## src/rtl/i2c_pkg.sv

```systemverilog
// i2c_pkg: shared constants and state encoding for the I2C slave transmit path.
//   DATA_W  - bits per transmitted byte (only 8 is supported)
//   CNT_W   - width of the bit counter inside the shifter
//   state_e - sequencer FSM states
package i2c_pkg;

   localparam int unsigned DATA_W = 8;
   localparam int unsigned CNT_W  = 3;

   typedef enum logic [2:0] {
      ST_IDLE,
      ST_LOAD,
      ST_SHIFT,
      ST_ACK_WAIT,
      ST_ACK_HOLD
   } state_e;

endpackage

```

## src/rtl/i2c_tx_shifter.sv

```systemverilog
// i2c_tx_shifter: MSB-first transmit shift register with its bit counter.
//   clk, reset (async, active-low)
//   load      - capture load_data and clear the bit counter (wins over shift)
//   shift     - shift left by one with zero fill, increment the bit counter
//   load_data - byte to transmit
//   msb       - current bit on the wire (register bit 7)
//   last_bit  - bit counter is at the final bit of the byte
module i2c_tx_shifter #(
   parameter int unsigned DATA_W = i2c_pkg::DATA_W
) (
   input  logic              clk,
   input  logic              reset,
   input  logic              load,
   input  logic              shift,
   input  logic [DATA_W-1:0] load_data,
   output logic              msb,
   output logic              last_bit
);
   import i2c_pkg::*;

   logic [DATA_W-1:0] sreg_q;
   logic [CNT_W-1:0]  cnt_q;

   always_ff @(posedge clk or negedge reset) begin
      if (!reset) begin
         sreg_q <= '0;
         cnt_q  <= '0;
      end else if (load) begin
         sreg_q <= load_data;
         cnt_q  <= '0;
      end else if (shift) begin
         sreg_q <= {sreg_q[DATA_W-2:0], 1'b0};
         cnt_q  <= cnt_q + CNT_W'(1);
      end
   end

   assign msb      = sreg_q[DATA_W-1];
   assign last_bit = (cnt_q == CNT_W'(DATA_W - 1));

endmodule

```

## src/rtl/i2c_tx_sequencer.sv

```systemverilog
// i2c_tx_sequencer: I2C slave read-data sequencer. Fetches bytes from the
// register file, shifts them onto SDA (open-drain) and tracks master ACK/NACK.
//   clk, reset   - system clock; async active-low reset
//   scl_rise/fall- synchronized SCL edge strobes
//   sda_in       - synchronized SDA level (master ACK/NACK)
//   start_tx     - read transfer granted (SCL low); honoured only in IDLE
//   stop_seen    - STOP / repeated START; aborts to IDLE from any state
//   data_in/data_valid/data_req - byte fetch handshake
//   sda_oe       - 1 pulls SDA low
//   busy         - FSM not in IDLE
//   nack_pulse   - one cycle when the master NACKs a byte
//   underrun     - sticky: byte needed before data_valid; cleared by start_tx
//   byte_count   - bytes ACKed in the current transfer (wraps)
module i2c_tx_sequencer #(
   parameter int unsigned DATA_W = i2c_pkg::DATA_W
) (
   input  logic              clk,
   input  logic              reset,
   input  logic              scl_rise,
   input  logic              scl_fall,
   input  logic              sda_in,
   input  logic              start_tx,
   input  logic              stop_seen,
   input  logic [DATA_W-1:0] data_in,
   input  logic              data_valid,
   output logic              data_req,
   output logic              sda_oe,
   output logic              busy,
   output logic              nack_pulse,
   output logic              underrun,
   output logic [7:0]        byte_count
);
   import i2c_pkg::*;

   state_e            state_q, state_d;
   logic              data_req_q, data_req_d;
   logic              nack_q, nack_d;
   logic              underrun_q, underrun_d;
   logic [7:0]        byte_count_q, byte_count_d;

   logic              sh_load, sh_shift;
   logic [DATA_W-1:0] sh_data;
   logic              sh_msb, sh_last;

   // Both SCL strobes in one cycle is a protocol error: neither edge is acted on.
   logic rise, fall;
   assign rise = scl_rise & ~scl_fall;
   assign fall = scl_fall & ~scl_rise;

   i2c_tx_shifter #(.DATA_W(DATA_W)) u_shifter (
      .clk       (clk),
      .reset     (reset),
      .load      (sh_load),
      .shift     (sh_shift),
      .load_data (sh_data),
      .msb       (sh_msb),
      .last_bit  (sh_last)
   );

   always_ff @(posedge clk or negedge reset) begin
      if (!reset) begin
         state_q      <= ST_IDLE;
         data_req_q   <= 1'b0;
         nack_q       <= 1'b0;
         underrun_q   <= 1'b0;
         byte_count_q <= '0;
      end else begin
         state_q      <= state_d;
         data_req_q   <= data_req_d;
         nack_q       <= nack_d;
         underrun_q   <= underrun_d;
         byte_count_q <= byte_count_d;
      end
   end

   always_comb begin
      state_d      = state_q;
      data_req_d   = data_req_q;
      nack_d       = 1'b0;
      underrun_d   = underrun_q;
      byte_count_d = byte_count_q;
      sh_load      = 1'b0;
      sh_shift     = 1'b0;
      sh_data      = data_in;

      if (stop_seen) begin
         state_d    = ST_IDLE;
         data_req_d = 1'b0;
      end else begin
         unique case (state_q)
            ST_IDLE: begin
               if (start_tx) begin
                  state_d      = ST_LOAD;
                  data_req_d   = 1'b1;
                  byte_count_d = '0;
                  underrun_d   = 1'b0;
               end
            end
            ST_LOAD: begin
               if (data_valid) begin
                  sh_load    = 1'b1;
                  data_req_d = 1'b0;
                  state_d    = ST_SHIFT;
               end else if (rise) begin
                  // Master is already clocking the first bit: send all-ones.
                  sh_load    = 1'b1;
                  sh_data    = '1;
                  underrun_d = 1'b1;
                  data_req_d = 1'b0;
                  state_d    = ST_SHIFT;
               end
            end
            ST_SHIFT: begin
               if (fall) begin
                  sh_shift = 1'b1;
                  if (sh_last) state_d = ST_ACK_WAIT;
               end
            end
            ST_ACK_WAIT: begin
               if (rise) begin
                  if (!sda_in) begin
                     byte_count_d = byte_count_q + 8'd1;
                     state_d      = ST_ACK_HOLD;
                  end else begin
                     nack_d  = 1'b1;
                     state_d = ST_IDLE;
                  end
               end
            end
            ST_ACK_HOLD: begin
               if (fall) begin
                  state_d    = ST_LOAD;
                  data_req_d = 1'b1;
               end
            end
            default: begin
               state_d    = ST_IDLE;
               data_req_d = 1'b0;
            end
         endcase
      end
   end

   // Derived from the state register so an async reset releases SDA at once.
   assign sda_oe     = (state_q == ST_SHIFT) & ~sh_msb;
   assign busy       = (state_q != ST_IDLE);
   assign data_req   = data_req_q;
   assign nack_pulse = nack_q;
   assign underrun   = underrun_q;
   assign byte_count = byte_count_q;

endmodule

```

## config.mk

```make
export PLATFORM = sky130hd
export DESIGN_NAME = i2c_tx_sequencer
export DESIGN_NICKNAME = d
export VERILOG_FILES = /design/src/rtl/i2c_pkg.sv /design/src/rtl/i2c_tx_shifter.sv /design/src/rtl/i2c_tx_sequencer.sv
export SDC_FILE = /design/constraint.sdc
export NUM_CORES = 1
export LEC_CHECK = 0
export CAP_MARGIN = 20
export CORE_MARGIN = 2
export CORE_UTILIZATION = 50
export DETAILED_ROUTE_END_ITERATION = 10
export GPL_TIMING_DRIVEN = 0
export HOLD_SLACK_MARGIN = 0.1
export PLACE_DENSITY = 0.8
export SETUP_SLACK_MARGIN = 0.2
export SLEW_MARGIN = 20
export SYNTH_ARGS = -nofsm -noshare
export SYNTH_HDL_FRONTEND = slang
export SYNTH_HIERARCHICAL = 1
export SYNTH_SLANG_ARGS = --single-unit
```

## constraint.sdc

```tcl
create_clock -name clk -period 2.1 [get_ports clk]
set_input_delay 0.315 -clock clk [delete_from_list [all_inputs] [get_ports clk]]
set_output_delay 0.315 -clock clk [all_outputs]
set_load 0.01 [all_outputs]
```

==> key figures, run 1 <==
Status
  • Status: complete, no violations

Synthesis
  • Post-synthesis sequential area ratio: a little over two fifths
  • Yosys cell types: 41
  • Post-Synth Simple-Gate Area: approximately 27%
  • Yosys reg bits: 25
  • Synth top area share: 43.9%
  • Area leader, netlist: dfrtp_1
  • Syn Inst Count: 150
  • Post-synth EDFFs: 0
  • Synth area leaders: dfrtp_1 44%, mux2i_1 6.3%, or2_1 3.5%
  • Synthesized net count: 169
  • Adder-cell share of the synthesized area: around 2.6%
  • Synthesized cell area: 0.00143 mm²
  • Asr flop ratio synth: 100%
  • Syn avg cell area: 9.50 µm²
  • Post-synthesis compound-gate area fraction: 14.0%
  • Largest family of logic cells by synthesized area: simple AND/OR/NAND/NOR gates
  • Post-Synth XOR/XNOR Area: less than 1%
  • Predominant post-synthesis flop cell: dfrtp_1
  • Yosys warnings: 6
  • Mux share of post-synthesis cell area: 7.11%

Setup path
  • WS Path Type: reg -> out
  • RR Endpoint: data_req
  • CP cell instances: buf_4 -> or3_1 -> dlygate4sd2_1
  • Critical Path Source Type: register
  • Worst-path fanout max: 10
  • R2R depth: 5
  • CP Capture Type: primary output
  • Worst Path Arrival: 1.55 ns
  • CP Data Required Time: 1.78 ns
  • Flop-to-flop setup slack: about 0.30 ns
  • Critical-path top delay cell: dfrtp_1
  • Slowest cell delay on critical path: around 0.4 ns
  • Launching point of the worst reg2reg path: state_q[2]

Die
  • Die Height: 57.4 µm
  • Die area: 0.00329 mm²
  • Initial Utilization: 52.1%
  • Num ports: 29
  • Site Rows: 19
  • Die W: 57.4 µm
  • Core area: around 0.0027 mm²

Finish
  • Multi-input logic area: 738 µm²
  • Fin util: between 60% and 70%
  • Layout cells sized above 1: 9.24%
  • N_diodes: 0
  • Fillers: 228
  • Nets: 204
  • Final Cell Area: 0.00179 mm²
  • Most frequent cells in the layout: 25 x dfrtp_1, 25 x clkdlybuf4s50_1, 12 x nand2_1, 9 x nor2_1, 9 x mux2i_1
  • Storage cell area: 626 µm²
  • Syn-to-layout area delta: 25.5%

Timing
  • Min Tclk post-route: 1.87 ns
  • Max Clock Freq: 535 MHz
  • Final worst setup slack: 0.232 ns
  • RSZ-0062 raised after global routing: true
  • Final period utilization: roughly nine tenths
  • Hold Fails Final Rpt: 0
  • Rel. slew slack: 62.9%
  • Hold Worst Slack: 0.492 ns
  • Worst-Margin Slew: between 0.5 and 0.6 ns
  • Final setup viols: 0
  • Worst Skew: 0.00483 ns
  • Max-slew violation count: 0

Detailed routing
  • DR pass1 iterations: 4
  • Routed len/inst: approximately 14 µm
  • Routed Antenna Nets: 0
  • Vias: 1,190
  • DRC Markers: 0
  • Post-DR vias/cell: 5.53
  • DR iter-0 viols: 59
  • WL final: 2.95 mm

Flow run
  • Max-cap violations: 0

Global routing
  • Global-route wire length before repair: between 5 and 6 mm
  • Largest net degree at the start of global routing: 26
  • GR Util All Layers: 20.3%
  • Initial antenna violation count: 0
  • GRT overflow: 0
  • Vias in the first global route: about 1,100

Clock network
  • Worst-path clk slew: roughly 0.14 ns
  • Number of buffers on the longest clock path: 2
  • Htree depth: 1
  • Clock Latency Late Sink: 0.33 ns
  • Clock Tree Root: clkbuf_4
  • Inserted Clock Buffers: 3
  • TritonCTS Sinks: 25
  • CTS tree: done

Min path
  • Hold Path Class: in -> async

Placement
  • Post-place setup slack: -0.0834 ns
  • GPL Wtd Cong: 0.854
  • DP Wirelength: 2.14 mm
  • Buffers on Ports: 28
  • Placed Area: 0.00174 mm²

Power
  • Leakage: 0.815 nW
  • Peak VDD IR: 360 µV
  • Pwr Total: between 1 and 1.5 mW
  • Power per Cell Area: 580 mW/mm²
==> worst max-delay path by stage <==
stage,from,endpoint,slack (ns),depth (start not counted)
floorplan,state_q[2],data_req,0.42,5
global placement,stop_seen,byte_count[7],-0.04,6
detailed placement,stop_seen,byte_count[5],-0.08,6
CTS,state_q[1],busy,0.20,3
global route,state_q[0],busy,0.15,3
finish,state_q[1],busy,0.23,3
==> cells by family after synthesis <==
logic type,count (synthesis)
DFF,25
adders and majority gates,3
xor gates and xnor gates,1
AOI/OAI and AO/OA,31
muxes,10
buffers and inverters,12
and+or+nand+nor,68
==> worst max-delay path: cells and delay by family, from the launching register on <==
family	cells	cell delay, ns
flip-flops	1	0.40
AND/OR/NAND/NOR	1	0.37
buffers and inverters	2	0.46
==> Yosys cell counts, types with 3 or more instances <==
cell and n:
dfrtp_1 25, o21ai_1 8, and3_1 6, ha_1 3
nand2b_1 7, nand3_1 8, mux2i_1 9, a211o_1 3
or2_1 8, a21o_1 3, o21ai_0 4, clkbuf_1 3
nand2_1 12, inv_1 4, a21oi_1 5, nor2_1 9
nor3_1 5
==> layer usage <==
| layer | vias to the layer above | wire length [µm] | track usage [%] |
|---|---|---|---|
| li1 | 595 | - | - |
| met1 | 557 | 1380 | 26.9 |
| met2 | 34 | 1400 | 32.5 |
| met3 | 4 | 117 | 3.40 |
| met4 | 0 | 53 | 9.30 |
| met5 | - | 0 | 0 |
==> repair_timing <==
item,CTS,global route
endpoints found under the setup margin,2,3
gates resized for setup,4,2
setup buffers,1,0
hold buffers,0,1
endpoints found under the hold margin,0,25
cloned,0,0
pin swaps,0,0
==> sequential cells by signal (all words and copies together) (netlist names) <==
signal            cells
underrun              1
data_req              1
u_shifter/sreg_q      8
nack_pulse            1
state_q               3
u_shifter/cnt_q       3
byte_count            8
==> per-stage QoR <==
stage / instances / setup TNS, ns
after floorplan: 150 / 0
after global placement: 209 / -0.246
after detailed placement: 209 / -0.529
after CTS: 214 / 0
after global routing: 215 / 0
final: 215 / 0
==> report_power, final <==
| group | internal (mW) | leakage (nW) | switching [mW] |
|---|---|---|---|
| sequential | 0.552 | 0.335 | 0.0425 |
| clock | 0.0745 | 0.0150 | 0.152 |
| combinational | 0.112 | 0.465 | 0.105 |
| total | 0.738 | 0.815 | 0.299 |
==> final cells by class <==
class | count | share of cell area [%]
buffer | 8 | 3.08
inverter | 4 | 0.839
tap | 31 | 2.17
multi-input combinational | 113 | 41.3
clock buffer | 4 | 1.47
sequential | 25 | 35.0
timing repair buffer | 30 | 16.2
Note: power is estimated with default switching activity, not from simulation.
==> inputs of run 2 (changes only) <==
PLACE_DENSITY = 0.82   (was 0.8)
clock period = 1.95 ns   (was 2.1 ns; I/O delays follow)
==> key figures, run 2 (synthesis results as in run 1) <==
Status
  • Status: complete, no violations

Clock network
  • Clock Latency Late Sink: 0.31 ns (-0.02 ns)
  • Worst-path clk slew: 0.14 ns (about the same)
  • Inserted Clock Buffers: 3 (unchanged)
  • CTS tree: done
  • Number of buffers on the longest clock path: 2 (unchanged)
  • Htree depth: 1 (unchanged)
  • TritonCTS Sinks: 25 (unchanged)
  • Clock Tree Root: clkbuf_4

Finish
  • Most frequent cells in the layout: 25 x dfrtp_1, 24 x clkdlybuf4s50_1, 12 x nand2_1, 9 x mux2i_1
  • Non-filler instance count after layout: 221 (+2.8%)
  • Final Cell Area: 0.00190 mm² (+6.2%)
  • Fin util: 69.5% (+4.1 points)
  • Commonest non-fill, non-tap cell in the layout: dfrtp_1
  • Nets: 210 (+2.9%)
  • N_diodes: 0 (unchanged)
  • Layout cells sized above 1: 18.4% (+9.2 points)
  • Syn-to-layout area delta: 33.4%

Setup path
  • Critical Path Source Type: register
  • Worst Path Arrival: 2.03 ns (+0.48 ns)
  • CP bufs+invs: 2 (unchanged)
  • CP cell instances: buf_6 -> or2_4 -> or3_4 -> nor2_4 -> buf_6 -> or2_1 -> nand2_1 -> o21ai_1
  • CP top delay family: simple AND/OR/NAND/NOR gates
  • Slowest cell delay on critical path: 0.41 ns (about the same)
  • CP Capture Type: register
  • Worst-path fanout max: 7 (-3)
  • CP Data Required Time: 2.19 ns (+0.41 ns)
  • Launching point of the worst reg2reg path: state_q[2]
  • Critical-path top delay cell: dfrtp_1
  • Most frequent CP cell: buf_6
  • Critical path origin: state_q[2]
  • WS Path Type: reg -> reg

Detailed routing
  • Routed len/inst: 14.5 µm (+5.4%)
  • Post-DR vias/cell: 5.61 (+1.3%)
  • DRC Markers: 0 (unchanged)
  • Routed Antenna Nets: 0 (unchanged)
  • WL final: 3.20 mm (+8.3%)
  • DR iter-0 viols: 62 (+5.1%)
  • Vias: 1,239 (+4.1%)
  • DR pass1 iterations: 4 (unchanged)

Timing
  • Final worst setup slack: 0.163 ns (-0.0694 ns)
  • Final setup viols: 0 (unchanged)
  • Min Tclk post-route: 1.79 ns
  • Max-slew violation count: 0 (unchanged)
  • Final period utilization: 91.7%
  • Worst Skew: 0.00713 ns (+0.00230 ns)
  • Setup TNS Final: 0 ns (unchanged)
  • Hold Fails Final Rpt: 0 (unchanged)
  • Rel. slew slack: 63.2% (+0.25 points)
  • RSZ-0062 raised after global routing: true
  • Hold Worst Slack: 0.407 ns (-0.0848 ns)
  • Max Clock Freq: 559 MHz
  • Worst-Margin Slew: 0.553 ns (-0.00375 ns)

Placement
  • DP Wirelength: 2.18 mm (+2.2%)
  • Buffers on Ports: 28 (unchanged)
  • Cell Count Post-Placement: 209 (unchanged)
  • Post-place setup slack: -0.165 ns (-0.0814 ns)
  • GPL Wtd Cong: 0.872 (+2.2%)
  • Placed Area: 0.00174 mm² (unchanged)

Die
  • Num ports: 29 (unchanged)
  • Initial Utilization: 52.1% (unchanged)
  • Die area: 0.00329 mm² (unchanged)
  • Core area: 0.00273 mm² (unchanged)
  • Die W: 57.4 µm (unchanged)
  • Die Height: 57.4 µm (unchanged)
  • Site Rows: 19 (unchanged)

Min path
  • Hold Crit Start: stop_seen
  • Hold Path Class: in -> reg

Power
  • Switching part of the total: 28.5% (-0.29 points)
  • Pwr Total: 1.13 mW (+8.5%)
  • Leakage: 0.869 nW (+6.6%)
  • Combinational share of power: 22.5% (+1.6 points)
  • Power per Cell Area: 592 mW/mm² (+2.1%)
  • Sequential Power Share: 57.1% (-0.2 points)
  • Sw power: 0.321 mW (+7.4%)
  • Internal power: 0.804 mW (+8.9%)
  • Peak VDD IR: 412 µV (+14%)
  • Clock share of power: 20.4% (-1.4 points)

Global routing
  • GR Util All Layers: 20.4% (+0.16 points)
  • Global-route wire length before repair: 5.36 mm (+5.6%)
  • Vias in the first global route: 1,240 (+9.4%)
  • GRT overflow: 0 (unchanged)
  • Initial antenna violation count: 0 (unchanged)
  • Largest net degree at the start of global routing: 26 (unchanged)

Flow run
  • Max-cap violations: 0 (unchanged)
run 2: changes by cell type in the layout (fill, tap and decap cells not counted), moves of 2 or more:
cell	change
clkbuf_1	-2
dlygate4sd2_1	-2
buf_4	+4
clkbuf_2	+3
run 2: metal layers:
metal,up-vias,routed length (µm),GRT usage (%)
met4,0,23,6.98
met2,26,1630,35.2
li1,610,-,-
met1,601,1410,26.1
met5,-,0,0
met3,2,135,3.17
run 2: worst paths after layout:
check                                       to  slack, ns  depth (start not counted)
hold / removal                      state_q[0]       0.41                          2
hold reg to reg                       underrun       0.50                          1
setup / recovery           u_shifter/sreg_q[2]       0.16                          8
setup reg to reg           u_shifter/sreg_q[2]       0.16                          8
max in group asynchronous  u_shifter/sreg_q[2]       1.10                          2
min in group asynchronous   u_shifter/cnt_q[2]       0.48                          2
run 2: worst reg2reg max path, stage by stage, from the launching register on:
cell and delay (ns):
dfrtp_1 0.41, buf_6 0.14, or2_4 0.25, or3_4 0.41, nor2_4 0.17, buf_6 0.13, or2_1 0.09, nand2_1 0.05
o21ai_1 0.07
run 2: cell type report:
type                    count  area [µm²]
fillers                   214         833
multi-input cells         113         779
flip-flops and latches     25         626
repair buffers             36         347
plain buffers               8        68.8
well taps                  31        38.8
clock buffers               4        26.3
inverters                   4        15.0
run 2: power by group through the flow:
stage / Clock (mW) / Sequential [mW] / Combinational [mW]
after floorplan: 0 / 0.639 / 0.143
after global placement: 0 / 0.645 / 0.227
after detailed placement: 0 / 0.651 / 0.235
after CTS: 0.235 / 0.641 / 0.246
after global routing: 0.256 / 0.651 / 0.281
final: 0.230 / 0.642 / 0.253
run 2: repair_timing:
item / CTS / global route
pin swaps: 0 / 5
hold buffers: 0 / 1
hold endpoints to repair: 0 / 25
setup endpoints to repair: 14 / 18
setup buffers: 3 / 4
gates resized for setup: 15 / 15
==> inputs of run 3 (changes only) <==
ABC_CLOCK_PERIOD_IN_PS = 1950   (was not set)
==> results of run 3 <==
Same layout as run 2: the final DEF is identical, and so are final timing and power.
